## src/rtl/stump_io_pkg.sv

```systemverilog
// Shared definitions for the Stump memory-mapped I/O port: register offsets,
// status bit positions, FIFO reset values and the sticky-flag helper.
package stump_io_pkg;

  typedef enum logic {
    IO_DATA   = 1'b0,
    IO_STATUS = 1'b1
  } io_reg_e;

  localparam int unsigned ST_TX_FULL  = 32'd0;
  localparam int unsigned ST_TX_EMPTY = 32'd1;
  localparam int unsigned ST_RX_FULL  = 32'd2;
  localparam int unsigned ST_RX_EMPTY = 32'd3;
  localparam int unsigned ST_TX_OVR   = 32'd4;
  localparam int unsigned ST_RX_UDR   = 32'd5;
  localparam int unsigned ST_TX_CNT   = 32'd8;
  localparam int unsigned ST_RX_CNT   = 32'd12;

  localparam logic [15:0] FIFO_RST_DATA = 16'h0000;
  localparam logic [15:0] STATUS_RST    = 16'h0000;

  // Set has priority over write-1-to-clear.
  function automatic logic sticky_next(input logic cur, input logic set, input logic clr);
    return set | (cur & ~clr);
  endfunction

endpackage

```

## src/rtl/stump_io_fifo.sv

```systemverilog
// Synchronous FIFO without fall-through: full/empty come from the count at the
// start of the cycle, so a push into a full FIFO is refused even when popping.
module stump_io_fifo
  import stump_io_pkg::*;
#(
  parameter int WIDTH = 16,
  parameter int DEPTH = 4
) (
  input  logic                   clk,
  input  logic                   rst,
  input  logic                   push,
  input  logic                   pop,
  input  logic [WIDTH-1:0]       din,
  output logic [WIDTH-1:0]       head,
  output logic                   full,
  output logic                   empty,
  output logic [$clog2(DEPTH):0] count
);

  localparam int PW = $clog2(DEPTH);
  localparam int CW = PW + 1;
  localparam logic [PW-1:0] PTR_ONE  = PW'(1);
  localparam logic [CW-1:0] CNT_ONE  = CW'(1);
  localparam logic [CW-1:0] CNT_FULL = CW'(DEPTH);

  logic [WIDTH-1:0] mem_r [DEPTH];
  logic [PW-1:0]    wr_ptr_r;
  logic [PW-1:0]    rd_ptr_r;
  logic [CW-1:0]    count_r;
  logic             do_push_s;
  logic             do_pop_s;

  assign full      = (count_r == CNT_FULL);
  assign empty     = (count_r == {CW{1'b0}});
  assign count     = count_r;
  assign do_push_s = push & ~full;
  assign do_pop_s  = pop & ~empty;
  assign head      = empty ? FIFO_RST_DATA[WIDTH-1:0] : mem_r[rd_ptr_r];

  // Storage array; contents are don't-care while the FIFO is empty.
  always_ff @(posedge clk) begin
    if (!rst && do_push_s) begin
      mem_r[wr_ptr_r] <= din;
    end
  end

  // Pointer and occupancy bookkeeping.
  always_ff @(posedge clk) begin
    if (rst) begin
      wr_ptr_r <= {PW{1'b0}};
      rd_ptr_r <= {PW{1'b0}};
      count_r  <= {CW{1'b0}};
    end else begin
      if (do_push_s) begin
        wr_ptr_r <= wr_ptr_r + PTR_ONE;
      end
      if (do_pop_s) begin
        rd_ptr_r <= rd_ptr_r + PTR_ONE;
      end
      case ({do_push_s, do_pop_s})
        2'b10:   count_r <= count_r + CNT_ONE;
        2'b01:   count_r <= count_r - CNT_ONE;
        default: count_r <= count_r;
      endcase
    end
  end

endmodule

```

## src/rtl/stump_io_port.sv

```systemverilog
// Stump memory-mapped I/O port: DATA/STATUS window, TX and RX FIFOs.
// Optional sticky error flags are enabled by defining STUMP_IO_STICKY_ERR_EN.
module stump_io_port
  import stump_io_pkg::*;
#(
  parameter logic [15:0] BASE_ADDR = 16'hFF00,
  parameter int          DEPTH     = 4
) (
  input  logic        clk,
  input  logic        rst,
  input  logic [15:0] address,
  input  logic [15:0] data_out,
  input  logic        mem_wen,
  input  logic        mem_ren,
  output logic        io_sel,
  output logic [15:0] io_rdata,
  output logic [15:0] tx_data,
  output logic        tx_valid,
  input  logic        tx_ready,
  input  logic [15:0] rx_data,
  input  logic        rx_valid,
  output logic        rx_ready
);

  localparam int CW = $clog2(DEPTH) + 1;

  logic          tx_wr_s;
  logic          rx_rd_s;
  logic          tx_full_s;
  logic          tx_empty_s;
  logic          rx_full_s;
  logic          rx_empty_s;
  logic [CW-1:0] tx_count_s;
  logic [CW-1:0] rx_count_s;
  logic [15:0]   rx_head_s;
  logic [15:0]   status_s;
  logic [1:0]    sticky_s;
  logic          ready_en_r;

  assign io_sel = (address[15:1] == BASE_ADDR[15:1]);
  // A combined write+read is treated as a write only; the read never pops.
  assign tx_wr_s = io_sel & mem_wen & (address[0] == IO_DATA);
  assign rx_rd_s = io_sel & mem_ren & ~mem_wen & (address[0] == IO_DATA);

  assign tx_valid = ~tx_empty_s & ~rst;
  assign rx_ready = ready_en_r & ~rst & ~rx_full_s;

  // Holds off the source for the first cycle after reset.
  always_ff @(posedge clk) begin
    if (rst) begin
      ready_en_r <= 1'b0;
    end else begin
      ready_en_r <= 1'b1;
    end
  end

  stump_io_fifo #(
    .WIDTH (16),
    .DEPTH (DEPTH)
  ) u_tx_fifo (
    .clk   (clk),
    .rst   (rst),
    .push  (tx_wr_s),
    .pop   (tx_valid & tx_ready),
    .din   (data_out),
    .head  (tx_data),
    .full  (tx_full_s),
    .empty (tx_empty_s),
    .count (tx_count_s)
  );

  stump_io_fifo #(
    .WIDTH (16),
    .DEPTH (DEPTH)
  ) u_rx_fifo (
    .clk   (clk),
    .rst   (rst),
    .push  (rx_valid & rx_ready),
    .pop   (rx_rd_s),
    .din   (rx_data),
    .head  (rx_head_s),
    .full  (rx_full_s),
    .empty (rx_empty_s),
    .count (rx_count_s)
  );

`ifdef STUMP_IO_STICKY_ERR_EN
  logic tx_ovr_r;
  logic rx_udr_r;
  logic stat_wr_s;

  assign stat_wr_s = io_sel & mem_wen & (address[0] == IO_STATUS);

  // Error flags: set on dropped write / empty read, cleared by STATUS write-1.
  always_ff @(posedge clk) begin
    if (rst) begin
      tx_ovr_r <= 1'b0;
      rx_udr_r <= 1'b0;
    end else begin
      tx_ovr_r <= sticky_next(tx_ovr_r, tx_wr_s & tx_full_s, stat_wr_s & data_out[ST_TX_OVR]);
      rx_udr_r <= sticky_next(rx_udr_r, rx_rd_s & rx_empty_s, stat_wr_s & data_out[ST_RX_UDR]);
    end
  end

  assign sticky_s = {rx_udr_r, tx_ovr_r};
`else
  assign sticky_s = 2'b00;
`endif

  // Status word assembly.
  always_comb begin
    status_s                  = STATUS_RST;
    status_s[ST_TX_FULL]      = tx_full_s;
    status_s[ST_TX_EMPTY]     = tx_empty_s;
    status_s[ST_RX_FULL]      = rx_full_s;
    status_s[ST_RX_EMPTY]     = rx_empty_s;
    status_s[ST_TX_OVR]       = sticky_s[0];
    status_s[ST_RX_UDR]       = sticky_s[1];
    status_s[ST_TX_CNT +: 4]  = 4'(tx_count_s);
    status_s[ST_RX_CNT +: 4]  = 4'(rx_count_s);
  end

  // CPU read mux, combinational in the access cycle.
  always_comb begin
    io_rdata = 16'h0000;
    if (io_sel && mem_ren) begin
      case (io_reg_e'(address[0]))
        IO_DATA:   io_rdata = rx_head_s;
        IO_STATUS: io_rdata = status_s;
        default:   io_rdata = 16'h0000;
      endcase
    end else begin
      io_rdata = 16'h0000;
    end
  end

endmodule

```

## config.mk

```make
export PLATFORM = sky130hd
export DESIGN_NAME = stump_io_port
export DESIGN_NICKNAME = d
export VERILOG_FILES = /design/src/rtl/stump_io_pkg.sv /design/src/rtl/stump_io_fifo.sv /design/src/rtl/stump_io_port.sv
export SDC_FILE = /design/constraint.sdc
export NUM_CORES = 1
export LEC_CHECK = 0
export BUFFER_PORTS_ARGS = -buffer_cell sky130_fd_sc_hd__buf_2
export CAP_MARGIN = 0
export CORE_UTILIZATION = 35
export DETAILED_ROUTE_END_ITERATION = 7
export GPL_TIMING_DRIVEN = 0
export MAX_ROUTING_LAYER = met4
export PLACE_DENSITY_LB_ADDON = 0.05
export SLEW_MARGIN = 20
export SYNTH_ARGS = -nofsm -noshare
export SYNTH_HDL_FRONTEND = slang
export SYNTH_SLANG_ARGS = --single-unit
```

## constraint.sdc

```tcl
create_clock -name clk -period 7.2 [get_ports clk]
set_clock_uncertainty 0.2 [all_clocks]
set_input_delay 0.72 -clock clk [delete_from_list [all_inputs] [get_ports clk]]
set_output_delay 0.72 -clock clk [all_outputs]
set_load 0.02 [all_outputs]
```

Yosys cells after proc, flatten, opt, wreduce, memory -nomap -nowiden
Memory sizes are Yosys's and may differ from the RTL's. A register that Yosys moved wholly into a read port is not among the register bits.
Index checks and enable logic that the tools add are counted.

word-level totals
  memories = 2
  register bits = 15
  word-level logic and storage cells = 68
  memory bits (writable) = 128
  input port bits = 54

cells by class
  bitwise gates (word level) = 21
  reductions and logical operators = 8
  add/sub/neg operators = 8
  equality and inequality tests = 7
  muxes and demuxes = 15

memory list
  name             depth  width  rd ports  clocked after memory_dff  write ports  line                 source
  u_rx_fifo.mem_r  4      16     1         1                         1            stump_io_fifo.sv:26  logic [WIDTH-1:0] mem_r [DEPTH];
  u_tx_fifo.mem_r  4      16     1         1                         1            stump_io_fifo.sv:26

operator list
  operator                count
  $mux W16                3
  $pmux W16 S2            1
  $eq A15 B15 Y1 const B  1
  $and A1 B1 Y1           14
  $pmux W3 S2             2
  $add A2 B1 Y2 const B   4
  $mux W2                 4
  $not A1 Y1              7
  $add A3 B1 Y3 const B   2
  $eq A3 B3 Y1 const B    2
  $logic_not A3 Y1        2
  $sub A3 B1 Y3 const B   2
  $mux W1                 5
  $eq A2 B1 Y1 const B    2
  $eq A2 B2 Y1 const B    2
  $reduce_bool A2 Y1      2
  $logic_and A1 B1 Y1     3
  $logic_not A1 Y1        1

Logic depth before layout (Yosys ltp)
Gate-level depths: netlist of the first run.

  depth after elaboration = 8
  depth in mapped cells = 10
  gate-level depth less buffers = 9

Cells and area by module
Synthesis of the first run repeated with hierarchy kept, for this count alone.

unflattened totals
  cell total of the unflattened synthesis = 354
  area total of the unflattened synthesis = 6438.7 µm²

modules (own cells, without submodules)
  module         cells each  sequential area each (µm²)  area an instance (µm²)  instances
  stump_io_fifo  155         2102.0                      3027.9                  2
  stump_io_port  44          20.0                        382.9                   1

Worst setup path before layout of the first run
OpenSTA, ideal clock, no wires.

  path type = input -> register
  start = in address[6]
  end = reg u_rx_fifo.count_r[2] (netlist: u_rx_fifo.count[2])
  data arrival time = 2774 ps
  library setup time = 70 ps
  setup slack = 4155 ps
  data required time = 6930 ps
  path buffers = 1
  stages = 10
  cell sequence = nor4b_4 -> nand4_2 -> clkbuf_1 -> nor3_1 -> ha_1 -> inv_1 -> fa_1 -> xor2_1 -> or3_1 -> a21oi_1

on the way
  longest elaborated chain between the ends = 7
  elaborated cells on any way between the ends = 9
  classes of those cells = eq/ne (3); mux (1); bitwise (4); reduce/logical (1)

ends and longest elaborated chain
  element                                            line                 source
  start, declared                                    stump_io_port.sv:11  input logic [15:0] address,
  $eq A15 B15 Y1 *                                   stump_io_port.sv:40  assign io_sel = (address[15:1] == BASE_ADDR[15:1]);
  $and A1 B1 Y1 * (3 in a row)                       stump_io_port.sv:43  assign rx_rd_s = io_sel & mem_ren & ~mem_wen & (address[0] == IO_DATA);
  $and A1 B1 Y1 *                                    stump_io_fifo.sv:37  assign do_pop_s = pop & ~empty;
  $eq A2 B1 Y1 or $eq A2 B2 Y1 (tied branches)       stump_io_fifo.sv:60  case ({do_push_s, do_pop_s})
  $pmux W3 S2 or $reduce_bool A2 Y1 (tied branches)  n/a
  end signal, assigned                               stump_io_fifo.sv:61  2'b10: count_r <= count_r + CNT_ONE;
  end signal, assigned                               stump_io_fifo.sv:62  2'b01: count_r <= count_r - CNT_ONE;
  end signal, assigned                               stump_io_fifo.sv:63  default: count_r <= count_r;
  end, declared                                      stump_io_fifo.sv:29  logic [CW-1:0] count_r;

Every way passes the cells marked *; elsewhere a longest branch is shown, timed or not.
A chain may end at the register's enable or synchronous reset.

Worst setup path in the final report of the first run
  start = reg u_tx_fifo.count_r[0] (netlist: u_tx_fifo.count[0])
  end = out io_rdata[1]

on the way
  longest elaborated chain between the ends = 3

ends and longest elaborated chain
  element                 line                  source
  start, declared         stump_io_fifo.sv:29
  start signal, assigned  stump_io_fifo.sv:52   count_r <= {CW{1'b0}};
  start signal, assigned  stump_io_fifo.sv:61
  start signal, assigned  stump_io_fifo.sv:62
  $logic_not A3 Y1        stump_io_fifo.sv:34   assign empty = (count_r == {CW{1'b0}});
  $pmux W16 S2            stump_io_port.sv:127  case (io_reg_e'(address[0]))
  $mux W16                stump_io_port.sv:126  if (io_sel && mem_ren) begin
  end, declared           stump_io_port.sv:16   output logic [15:0] io_rdata,

No other way between the ends.

==> qor.tcl, run 1 <==
set qor(cts_tree) {built}
set qor(post_synth_instance_area_um2) 5980
set qor(dp_hpwl_um) 7930
set qor(drc_errors) 0
set qor(timing.reg2reg.setup_slack_ns) 4.45
set qor(detailedRoute.firstIterationViolations) 218
set qor(grt_use_total_pct) 15.2
set qor(cts_setup_buffers) 0
set qor(synthesis.instances) 338
set qor(design.die.area_um2) 17600
set qor(grt_start_max_net_pins) 17
set qor(diodes) 0
set qor(mean_routed_wirelength_per_cell_um) 17.7
set qor(worst_r2r_endpoint) {u_tx_fifo.mem_r[0][4]$_DFFE_PP_}
set qor(critical_path.endpoint_type) {primary output}
set qor(globalRouteOverflowTotal) 0
set qor(worst_setup_path_startpoint) {u_tx_fifo.count[0]$_SDFFE_PP0P_}
set qor(final-hold-violation-count) 0
set qor(die_h_um) 133
set qor(drive_gt1_share_pct) 34.6
set qor(initial_utilization_pct) 35.9
set qor(critPathKind) {reg -> out}
set qor(timing.critical_path.from_type) {flip-flop}
set qor(nNetsFinal) 511
set qor(port_buffers) 88
set qor(synth-seq-cells) 147
set qor(area_growth_syn_to_layout_pct) 21.6
set qor(status) {completed}
set qor(min-delay-start) {u_rx_fifo.rd_ptr_r[1]$_SDFFE_PP0N_}
set qor(worst-slew-pin-transition_ns) 0.952
set qor(routed-via-count) 3292
set qor(core_um2) 16600
set qor(final_cells) 677
set qor(synthesis.yosys.warnings) 0
set qor(hold_buffers) 0
set qor(p_total_w) 0.00183
set qor(synth-seq-area-share_pct) 70.7
set qor(first_pass_iters) 4
set qor(cap_viol_max_count) 0
set qor(tritoncts.num_buffers) 17
set qor(antenna_violations_before_repair) 0
set qor(tritoncts_num_sinks) 147
set qor(layout_min_cycle_time_ns) 3.52
set qor(cp.required_ns) 6.28
set qor(timing.slew.headroom_pct) 36.5
set qor(globalplace.congestion) 0.657
set qor(die_w_um) 133
set qor(setup_viol_count_final) 0
set qor(worstHoldPathType) {reg -> reg}
set qor(ctsRootBufferMaster) {sky130_fd_sc_hd__clkbuf_16}
set qor(avgViaCountPerCell) 4.86
set qor(timing.hold.worst_path_depth) 2
set qor(reg2reg_from) {u_tx_fifo.count[1]$_SDFFE_PP0P_}
set qor(critPathArrivalTime_ns) 2.60
set qor(yosysUniqueCellTypes) 38
set qor(number_of_global_route_vias_before_repair) 3461
set qor(detail_route.wirelength_um) 12000
set qor(clock_tree.buffer_depth) 2
set qor(layout_worst_path_cycle_share_pct) 48.8
set qor(detail-route-antenna-nets) 0
set qor(register_area_um2) 4220
set qor(worst_path_maximum_fanout) 10
set qor(reg2regPathDepth) 4
set qor(power.density_nw_per_um2) 252
set qor(ioPinCount) 89
set qor(grt_first_pass_wirelength_um) 18900
set qor(number_of_cells_in_the_design_after_placement) 646
set qor(syn-num-nets) 404
set qor(totalNegativeSetupSlack_ns) 0
set qor(total_leakage_power_nw) 2.51
set qor(cts_htree_levels) 4
set qor(multiInputGateArea_um2) 1640
set qor(placement_rows) 47
set qor(postCtsResizedCells) 0
set qor(clkSlewWorstSetupHoldPaths_ns) 0.05
set qor(rsz0062_at_grt) {false}
set qor(clk-insertion-delay-late_ns) 0.41
set qor(final-max-slew-violation-count) 0
set qor(post_synthesis_mean_instance_area_um2) 17.7
set qor(num-fill-cells) 1540
set qor(max_clock_freq_mhz) 284
set qor(vdd_ir_drop_max_v) 0.000165
set qor(fin_worst_hold_slack_ns) 0.302
-- sequential cells by signal (all words and copies together), names as in the netlist, named ones only --
register	count
u_rx_fifo.mem_r	64
u_rx_fifo.count	3
u_tx_fifo.rd_ptr_r	2
u_tx_fifo.wr_ptr_r	2
u_tx_fifo.mem_r	64
u_tx_fifo.count	3
u_rx_fifo.rd_ptr_r	2
u_rx_fifo.wr_ptr_r	2
ready_en_r	1
-- how the worst max path moves through the flow --
stage	to	depth (start not counted)	slack [ns]
global placement	u_rx_fifo.count[2]$_SDFFE_PP0P_	11	3.71
global route	io_rdata[1]	6	3.45
finish	io_rdata[1]	6	3.68
detailed placement	u_rx_fifo.count[2]$_SDFFE_PP0P_	11	3.68
floorplan	u_rx_fifo.count[2]$_SDFFE_PP0P_	10	4.16
CTS	io_rdata[1]	6	3.58
-- report_power, final --
| group | switching (W) | internal [W] | leakage, nW | total [W] |
|---|---|---|---|---|
| Sequential | 0.00000217 | 0.000931 | 1.31 | 0.000933 |
| Combinational | 0.0000256 | 0.0000188 | 0.919 | 0.0000444 |
| Clock | 0.000320 | 0.000538 | 0.284 | 0.000857 |
| Total | 0.000347 | 0.00149 | 2.51 | 0.00183 |
-- cell usage in the layout (no fill, tap or decap), types with 4 or more instances in the layout --
| cell | instances |
|---|---|
| sky130_fd_sc_hd__o21ai_0 | 4 |
| sky130_fd_sc_hd__inv_1 | 14 |
| sky130_fd_sc_hd__nor2b_1 | 22 |
| sky130_fd_sc_hd__clkbuf_16 | 17 |
| sky130_fd_sc_hd__edfxtp_1 | 128 |
| sky130_fd_sc_hd__a21oi_1 | 11 |
| sky130_fd_sc_hd__buf_2 | 92 |
| sky130_fd_sc_hd__xor2_1 | 6 |
| sky130_fd_sc_hd__dfxtp_1 | 19 |
| sky130_fd_sc_hd__mux4_2 | 32 |
| sky130_fd_sc_hd__clkinv_2 | 6 |
| sky130_fd_sc_hd__a22oi_1 | 8 |
| sky130_fd_sc_hd__nand2_1 | 4 |
| sky130_fd_sc_hd__nor2_1 | 22 |
| sky130_fd_sc_hd__ha_1 | 10 |
| sky130_fd_sc_hd__and2_1 | 8 |
| sky130_fd_sc_hd__clkbuf_1 | 10 |
| sky130_fd_sc_hd__nor3_1 | 5 |
-- per-layer routing --
metal  up-vias  GRT usage [%]  share of wire [%]  routed length [um]
li1       1521              -                  -                   -
met1      1675           17.9                 43                5130
met2        82           24.8                 51                6080
met3        14           4.02                4.6                 545
met4         0           5.94                1.7                 200
met5         -              -                  0                   0
-- final cells by class --
class	count	share of cell area, %
flip-flops and latches	147	58.1
multi-input cells	163	22.6
well taps	220	3.79
clock buffers	19	5.96
clock inverters	12	1.93
repair buffers	88	6.06
plain buffers	14	0.844
inverters	14	0.723
-- synthesized netlist by cell type --
library cell,instances,share of area (%)
sky130_fd_sc_hd__edfxtp_1,128,64
sky130_fd_sc_hd__and2_1,8,0.84
sky130_fd_sc_hd__nor4bb_1,1,0.17
sky130_fd_sc_hd__nor3b_1,1,0.13
sky130_fd_sc_hd__fa_1,2,0.67
sky130_fd_sc_hd__mux4_2,32,12
sky130_fd_sc_hd__ha_1,10,2.1
sky130_fd_sc_hd__nand3b_1,1,0.13
sky130_fd_sc_hd__nand2b_1,3,0.31
sky130_fd_sc_hd__nand4_1,1,0.10
sky130_fd_sc_hd__nor3_1,5,0.42
sky130_fd_sc_hd__dfxtp_1,19,6.4
sky130_fd_sc_hd__or3b_2,1,0.15
sky130_fd_sc_hd__nor4b_4,2,0.80
sky130_fd_sc_hd__buf_1,1,0.063
sky130_fd_sc_hd__and4b_1,2,0.33
sky130_fd_sc_hd__or2_1,1,0.10
sky130_fd_sc_hd__nand2_1,4,0.25
sky130_fd_sc_hd__buf_2,4,0.33
sky130_fd_sc_hd__nand4_2,1,0.21
sky130_fd_sc_hd__nor2_1,22,1.4
sky130_fd_sc_hd__a21oi_1,11,0.92
sky130_fd_sc_hd__clkbuf_1,8,0.50
sky130_fd_sc_hd__buf_4,1,0.13
sky130_fd_sc_hd__or3_1,2,0.21
sky130_fd_sc_hd__and3_1,1,0.10
sky130_fd_sc_hd__inv_1,14,0.88
sky130_fd_sc_hd__a211oi_2,1,0.21
sky130_fd_sc_hd__o21ai_0,4,0.33
sky130_fd_sc_hd__nor2b_1,22,2.3
sky130_fd_sc_hd__o31ai_1,3,0.38
sky130_fd_sc_hd__or4_1,2,0.25
sky130_fd_sc_hd__mux2i_1,1,0.17
sky130_fd_sc_hd__nand3_1,3,0.25
sky130_fd_sc_hd__xnor2_1,1,0.15
sky130_fd_sc_hd__a22oi_1,8,1.0
sky130_fd_sc_hd__xor2_1,6,0.88
sky130_fd_sc_hd__and4_1,1,0.15
-- logic make-up (layout without fill, tap and decap cells) --
group	Yosys count	count (layout)	synth area share (%)
flops	147	147	70.7
fa+ha+maj	12	12	2.76
buf+inv	28	147	1.90
compound gates	27	27	2.85
simple gates	84	84	8.58
xor+xnor	7	7	1.03
mux	33	33	12.2
-- through the flow --
step / utilization (%) / area, um^2 / setup WS [ns]
detailed placement: 40.2 / 6690 / 3.68
global route: 43.7 / 7270 / 3.45
finish: 43.7 / 7270 / 3.68
CTS: 43.7 / 7270 / 3.58
floorplan: - / 5980 / 4.16
global placement: 40.2 / 6690 / 3.71
-- critical path: stages, from the launching register on --
cell                       delay [ns]
sky130_fd_sc_hd__dfxtp_1         0.37
sky130_fd_sc_hd__nor3_1          0.26
sky130_fd_sc_hd__clkbuf_1        0.47
sky130_fd_sc_hd__clkbuf_1        0.57
sky130_fd_sc_hd__a22oi_1         0.20
sky130_fd_sc_hd__nor2_1          0.14
sky130_fd_sc_hd__buf_2           0.18
(Power assumes the default switching activity.)
==> run 2: changes to the inputs <==
--- a/config.mk
+++ b/config.mk
@@ -5,6 +5,7 @@
 export SDC_FILE = /design/constraint.sdc
 export NUM_CORES = 1
 export LEC_CHECK = 0
+export ABC_AREA = 1
 export BUFFER_PORTS_ARGS = -buffer_cell sky130_fd_sc_hd__buf_2
 export CAP_MARGIN = 0
 export CORE_UTILIZATION = 35
==> constraint.sdc (replaced) <==
create_clock -name clk -period 2.8 [get_ports clk]
set_clock_uncertainty 0.2 [all_clocks]
set_input_delay 0.28 -clock clk [delete_from_list [all_inputs] [get_ports clk]]
set_output_delay 0.28 -clock clk [all_outputs]
set_load 0.02 [all_outputs]
==> run 2 against run 1 <==
- clock power grew to 2.6 times the previous value
- hold slack lost 0.24 ns
- power grew to 2.6 times the previous value
- non-clock buffer count rose by 49
- core utilization rose by 2.7 points
- sequential share of layout area is 5.9 points lower
- critical endpoint is now io_rdata[13]
- largest power group unchanged
==> qor.tcl, run 2 <==
set qor(timing.reg2reg.setup_slack_ns) 0.35
set qor(grt_start_max_net_pins) 17
set qor(globalplace.congestion) 0.807
set qor(globalRouteOverflowTotal) 0
set qor(drive_gt1_share_pct) 24.0
set qor(stdcell_area_um2) 8100
set qor(detail-route-antenna-nets) 0
set qor(clkSlewWorstSetupHoldPaths_ns) 0.06
set qor(yosys-top-cells-area) {sky130_fd_sc_hd__edfxtp_1 61%, sky130_fd_sc_hd__nor2_1 6.9%, sky130_fd_sc_hd__dfxtp_1 6.0%, sky130_fd_sc_hd__o21ai_0 4.5%, sky130_fd_sc_hd__nand2_1 4.2%}
set qor(vdd_ir_drop_max_v) 0.000410
set qor(biggestRegsByFlops) {u_rx_fifo.mem_r: 64 flops, u_tx_fifo.mem_r: 64 flops}
set qor(net-switching-power_w) 0.000965
set qor(largest_area_contributor_in_the_netlist) {sky130_fd_sc_hd__edfxtp_1}
set qor(critical_path.most_common_cell) {sky130_fd_sc_hd__buf_2}
set qor(placement_rows) 48
set qor(power_frac_clock_pct) 46.9
set qor(netSwitchingFraction_pct) 20.0
set qor(grt_first_pass_wirelength_um) 23900
set qor(multiInputGateArea_um2) 1800
set qor(total_leakage_power_nw) 3.12
set qor(post_synth_instance_area_um2) 6320
set qor(synthesis.instances) 573
set qor(min-delay-start) {mem_ren}
set qor(crit_path_top_delay_cell) {sky130_fd_sc_hd__dfxtp_1}
set qor(final-hold-violation-count) 0
set qor(critPathKind) {reg -> out}
set qor(setup_viol_count_final) 0
set qor(commonest_cells_post_synth) {128 x sky130_fd_sc_hd__edfxtp_1, 117 x sky130_fd_sc_hd__nor2_1, 71 x sky130_fd_sc_hd__nand2_1}
set qor(dp_hpwl_um) 10400
set qor(cp_slowest_stage_delay_ns) 0.41
set qor(die_h_um) 136
set qor(tritoncts.num_buffers) 17
set qor(critical_path_buf_inv_count) 3
set qor(power_frac_seq_pct) 49.6
set qor(layout_worst_path_cycle_share_pct) 91.4
set qor(core_um2) 17500
set qor(p_total_w) 0.00483
set qor(critPathArrivalTime_ns) 2.08
set qor(post_synthesis_mean_instance_area_um2) 11.0
set qor(power.density_nw_per_um2) 597
set qor(number_of_global_route_vias_before_repair) 4415
set qor(post-synth-top-count-cell) {sky130_fd_sc_hd__edfxtp_1}
set qor(combinationalPowerShare_pct) 3.5
set qor(area_growth_syn_to_layout_pct) 28.1
set qor(synth-seq-area-share_pct) 66.8
set qor(critical_path.top_delay_family) {buffers and inverters}
set qor(diodes) 0
set qor(worst-slew-pin-transition_ns) 0.647
set qor(initial_utilization_pct) 36.2
set qor(cp.required_ns) 2.32
set qor(design.die.area_um2) 18600
set qor(avgViaCountPerCell) 4.65
set qor(synth-seq-cells) 147
set qor(grt_use_total_pct) 18.2
set qor(final_cell_mix) {128 x sky130_fd_sc_hd__edfxtp_1, 109 x sky130_fd_sc_hd__nor2_1, 102 x sky130_fd_sc_hd__buf_2}
set qor(syn-num-nets) 639
set qor(reg2reg_from) {u_tx_fifo.count[2]$_SDFFE_PP0P_}
set qor(final-max-slew-violation-count) 0
set qor(yosys_most_used_dff) {sky130_fd_sc_hd__edfxtp_1}
set qor(worst_path_maximum_fanout) 10
set qor(timing.slew.headroom_pct) 56.8
set qor(cts_htree_levels) 4
set qor(die_w_um) 136
set qor(drc_errors) 0
set qor(worstPathCellList) {inv_1 > buf_2 > o21ai_1 > o22ai_1 > nand3_1 > nand2_1 > buf_2}
set qor(yosysUniqueCellTypes) 30
set qor(detail_route.wirelength_um) 15400
set qor(top_area_cell_type_share_of_the_netlist_area_pct) 60.8
set qor(clock_tree.buffer_depth) 2
set qor(critical_path.endpoint_type) {primary output}
set qor(detailedRoute.firstIterationViolations) 156
set qor(postPlaceCellArea_um2) 7170
set qor(worstHoldPathType) {in -> reg}
set qor(proportion_of_synthesized_flip_flops_having_asynchronous_set_or_reset_pct) 0
set qor(cts_tree) {built}
set qor(rsz0062_at_grt) {false}
set qor(synth-edff-count) 128
set qor(layout_min_cycle_time_ns) 2.56
set qor(clk-insertion-delay-late_ns) 0.41
set qor(routed-via-count) 4455
set qor(first_pass_iters) 4
set qor(cts_setup_buffers) 0
set qor(antenna_violations_before_repair) 0
set qor(tritoncts_num_sinks) 147
set qor(max_clock_freq_mhz) 391
set qor(cap_viol_max_count) 0
set qor(nNetsFinal) 787
set qor(p_int_w) 0.00387
set qor(layout_commonest_cell) {sky130_fd_sc_hd__edfxtp_1}
set qor(port_buffers) 88
set qor(status) {completed}
set qor(mean_routed_wirelength_per_cell_um) 16.1
set qor(ctsRootBufferMaster) {sky130_fd_sc_hd__clkbuf_16}
set qor(register_area_um2) 4220
set qor(ioPinCount) 89
set qor(num-fill-cells) 1647
set qor(timing.critical_path.from_type) {flip-flop}
set qor(synthesis.yosys.warnings) 0
-- run 2: power groups by stage --
stage | sequential, W | combinational, W | clock (W)
finish | 0.00240 | 0.000170 | 0.00227
global route | 0.00240 | 0.000191 | 0.00240
CTS | 0.00240 | 0.000172 | 0.00231
detailed placement | 0.00244 | 0.000135 | 0
global placement | 0.00244 | 0.000125 | 0
floorplan | 0.00244 | 0.0000513 | 0
-- run 2: final timing paths --
check                                            end  cells past startpoint
setup / recovery                        io_rdata[13]                      7
hold / removal                             flip-flop                      4
setup reg to reg     u_tx_fifo.count[2]$_SDFFE_PP0P_                     11
hold reg to reg   u_tx_fifo.rd_ptr_r[0]$_SDFFE_PP0N_                      1
-- run 2: cell type report --
class / count / share of cell area, %
Buffer: 22 / 1.65
Clock buffer: 18 / 5.30
Clock inverter: 14 / 1.99
Inverter: 48 / 2.29
Multi-Input combinational cell: 356 / 22.2
Sequential cell: 147 / 52.2
Tap cell: 225 / 3.48
Timing Repair Buffer: 129 / 10.9
-- run 2: cells by family after synthesis --
family	count (synthesis)	synth area share, %
compound gates	121	9.78
fa+ha+maj	12	2.61
buf+inv	70	5.05
flops	147	66.8
simple gates	223	15.7
-- run 2: what timing repair did --
action,in CTS,in global routing
gates resized for setup,0,0
hold buffers,33,0
endpoints found under the hold margin,130,0
-- run 2: metrics by stage --
stage / std cells / util (%) / setup WS (ns) / hold slack, ns / TNS, ns
2_1_floorplan: 573 / - / 0.558 / 0.152 / 0
4_1_cts: 959 / 46.3 / 0.172 / 0.0338 / 0
3_3_place_gp: 886 / 40.3 / -0.216 / 0.256 / -19.59
5_1_grt: 959 / 46.3 / 0.0587 / 0.0477 / 0
6_report: 959 / 46.3 / 0.241 / 0.0604 / 0
3_5_place_dp: 894 / 41.1 / 0.157 / 0.267 / 0
-- run 2: per-layer routing --
layer  GRT usage [%]  vias to the layer above  share of wire [%]
li1                -                     2260                  -
met4            4.75                        0               0.96
met1            22.2                     2110                 45
met5               -                        -                  0
met3            3.69                       10                3.1
met2            30.7                       75                 51
-- run 2: tightest hold or removal path: stages --
cell and delay, ns:
sky130_fd_sc_hd__buf_2 0.14, sky130_fd_sc_hd__nand4_1 0.09, sky130_fd_sc_hd__nand2_1 0.06, sky130_fd_sc_hd__nor2_1 0.05
==> run 3: changes to the inputs <==
--- a/config.mk
+++ b/config.mk
@@ -11,8 +11,10 @@
 export CORE_UTILIZATION = 35
 export DETAILED_ROUTE_END_ITERATION = 7
 export GPL_TIMING_DRIVEN = 0
+export HOLD_SLACK_MARGIN = 0.08
 export MAX_ROUTING_LAYER = met4
 export PLACE_DENSITY_LB_ADDON = 0.05
+export REMOVE_ABC_BUFFERS = 1
 export SLEW_MARGIN = 20
 export SYNTH_ARGS = -nofsm -noshare
 export SYNTH_HDL_FRONTEND = slang
==> run 3 against run 2 <==
- routed wire length fell by 6.0%
- core utilization fell by 0.12 points
- maximum frequency fell by 2.3%
- power rose by 4.8%
- critical endpoint is now io_rdata[8]
==> qor.tcl, run 3 (synthesized netlist as in run 2, its figures left out) <==
set qor(critPathArrivalTime_ns) 2.14
set qor(p_total_w) 0.00506
set qor(reg2regPathDepth) 8
set qor(cp_slowest_stage_delay_ns) 0.61
set qor(antenna_violations_before_repair) 0
set qor(die_w_um) 136
set qor(port_buffers) 88
set qor(worst-slew-pin-transition_ns) 1.04
set qor(total_leakage_power_nw) 3.06
set qor(layout_commonest_cell) {sky130_fd_sc_hd__edfxtp_1}
set qor(tritoncts_num_sinks) 147
set qor(final-hold-violation-count) 0
set qor(ctsRootBufferMaster) {sky130_fd_sc_hd__clkbuf_16}
set qor(clock_tree.buffer_depth) 2
set qor(design.die.area_um2) 18600
set qor(reg2reg_from) {u_tx_fifo.count[0]$_SDFFE_PP0P_}
set qor(grt_first_pass_wirelength_um) 23000
set qor(timing.hold.worst_path_depth) 3
set qor(power.density_nw_per_um2) 627
set qor(dp_hpwl_um) 9400
set qor(stdcell_area_um2) 8070
set qor(cts_tree) {built}
set qor(cts_htree_levels) 4
set qor(ioPinCount) 89
set qor(cp.required_ns) 2.32
set qor(min-delay-start) {rx_valid}
set qor(timing.reg2reg.setup_slack_ns) 0.26
set qor(detail-route-antenna-nets) 0
set qor(drc_errors) 0
set qor(timing.slew.headroom_pct) 30.3
set qor(layout_min_cycle_time_ns) 2.62
set qor(status) {completed}
set qor(grt_use_total_pct) 17.3
set qor(worstHoldPathType) {in -> reg}
set qor(setup_viol_count_final) 0
set qor(critical_path.endpoint_type) {primary output}
set qor(worst_path_maximum_fanout) 17
set qor(core_um2) 17500
set qor(area_growth_syn_to_layout_pct) 27.8
set qor(crit_path_top_delay_cell) {sky130_fd_sc_hd__dfxtp_2}
set qor(clkSlewWorstSetupHoldPaths_ns) 0.06
set qor(worstPathCellList) {clkinvlp_4 > o21ai_1 > o22ai_1 > nand3_1 > nand2_1 > buf_2}
set qor(routed-via-count) 4401
set qor(postPlaceCellArea_um2) 7040
set qor(nNetsFinal) 768
set qor(biggestRegsByFlops) {u_rx_fifo.mem_r: 64 flops, u_tx_fifo.mem_r: 64 flops}
set qor(initial_utilization_pct) 36.2
set qor(placement_rows) 48
set qor(tritoncts.num_buffers) 17
set qor(min_delay_worst_endpoint) {u_rx_fifo.wr_ptr_r[1]$_SDFFE_PP0P_}
set qor(worst_r2r_endpoint) {u_tx_fifo.count[1]$_SDFFE_PP0P_}
set qor(vdd_ir_drop_max_v) 0.000486
set qor(max_clock_freq_mhz) 382
set qor(timing.critical_path.from_type) {flip-flop}
set qor(num-fill-cells) 1624
set qor(diodes) 0
set qor(grt_start_max_net_pins) 35
set qor(die_h_um) 136
set qor(globalRouteOverflowTotal) 0
set qor(avgViaCountPerCell) 4.68
set qor(mean_routed_wirelength_per_cell_um) 15.4
set qor(number_of_global_route_vias_before_repair) 4345
set qor(layout_worst_path_cycle_share_pct) 93.6
set qor(critPathKind) {reg -> out}
set qor(rsz0062_at_grt) {false}
set qor(clk-insertion-delay-late_ns) 0.42
set qor(globalplace.congestion) 0.863
set qor(drive_gt1_share_pct) 23.1
set qor(detail_route.wirelength_um) 14500
set qor(detailedRoute.firstIterationViolations) 269
set qor(final-max-slew-violation-count) 0
set qor(first_pass_iters) 4
set qor(final_cell_mix) {128 x sky130_fd_sc_hd__edfxtp_1, 109 x sky130_fd_sc_hd__nor2_1, 88 x sky130_fd_sc_hd__buf_2}
set qor(cap_viol_max_count) 0
set qor(cts_setup_buffers) 0
run 3: report_power, final:
group / internal (W) / switching [W]
clock network: 0.00159 / 0.000907
logic: 0.0000778 / 0.0000886
registers: 0.00239 / 0.00000427
run 3: per-stage QoR:
stage / std cells / setup WS [ns] / hold WS [ns] / TNS [ns] / util, %
6_report: 940 / 0.180 / 0.0895 / 0 / 46.2
5_1_grt: 940 / 0.00554 / 0.106 / 0 / 46.2
4_1_cts: 940 / 0.0680 / 0.0844 / 0 / 46.2
3_5_place_dp: 872 / 0.143 / 0.270 / 0 / 40.3
3_3_place_gp: 864 / -0.408 / 0.256 / -35.64 / 39.5
2_1_floorplan: 551 / 0.555 / 0.152 / 0 / -
run 3: cell type report:
type                       instances  area, um^2  area share, %
timing repair buffer             131         903           11.2
tap                              225         282           3.49
inverter                          48         195           2.42
timing repair inverter             1        7.51         0.0930
multi-input combinational        356        1800           22.3
sequential                       147        4230           52.4
clock inverter                    14         226           2.80
clock buffer                      18         429           5.32
run 3: worst max path at each step:
| stage | startpoint | end | slack, ns | cells past startpoint |
|---|---|---|---|---|
| 2_1_floorplan | address[6] | u_rx_fifo.count[2]$_SDFFE_PP0P_ | 0.56 | 14 |
| 3_3_place_gp | flip-flop | tx_data[11] | -0.41 | 4 |
| 3_5_place_dp | flip-flop | tx_data[13] | 0.14 | 5 |
| 4_1_cts | flip-flop | io_rdata[1] | 0.07 | 6 |
| 5_1_grt | flip-flop | tx_data[0] | 0.006 | 4 |
| 6_report | flip-flop | io_rdata[8] | 0.18 | 6 |
run 3: timing repair:
item | 4_1_cts | 5_1_grt
hold endpoints to repair | 134 | 0
gates resized for setup | 7 | 2
setup endpoints to repair | 32 | 2
hold buffers | 35 | 0
cloned | 1 | 0
run 3: critical path: cells and delay by family (launching register included):
| kind | cells | cell delay, ns |
|---|---|---|
| flops | 1 | 0.61 |
| compound gates | 2 | 0.31 |
| buf+inv | 2 | 0.61 |
| simple gates | 2 | 0.19 |
run 3: per-layer routing:
| layer | global-route usage (%) | part of all wire (%) | vias up |
|---|---|---|---|
| li1 | - | - | 2224 |
| met5 | - | 0 | - |
| met3 | 3.43 | 3.2 | 14 |
| met4 | 6.30 | 1.2 | 0 |
| met1 | 19.9 | 43 | 2091 |
| met2 | 29.9 | 52 | 72 |
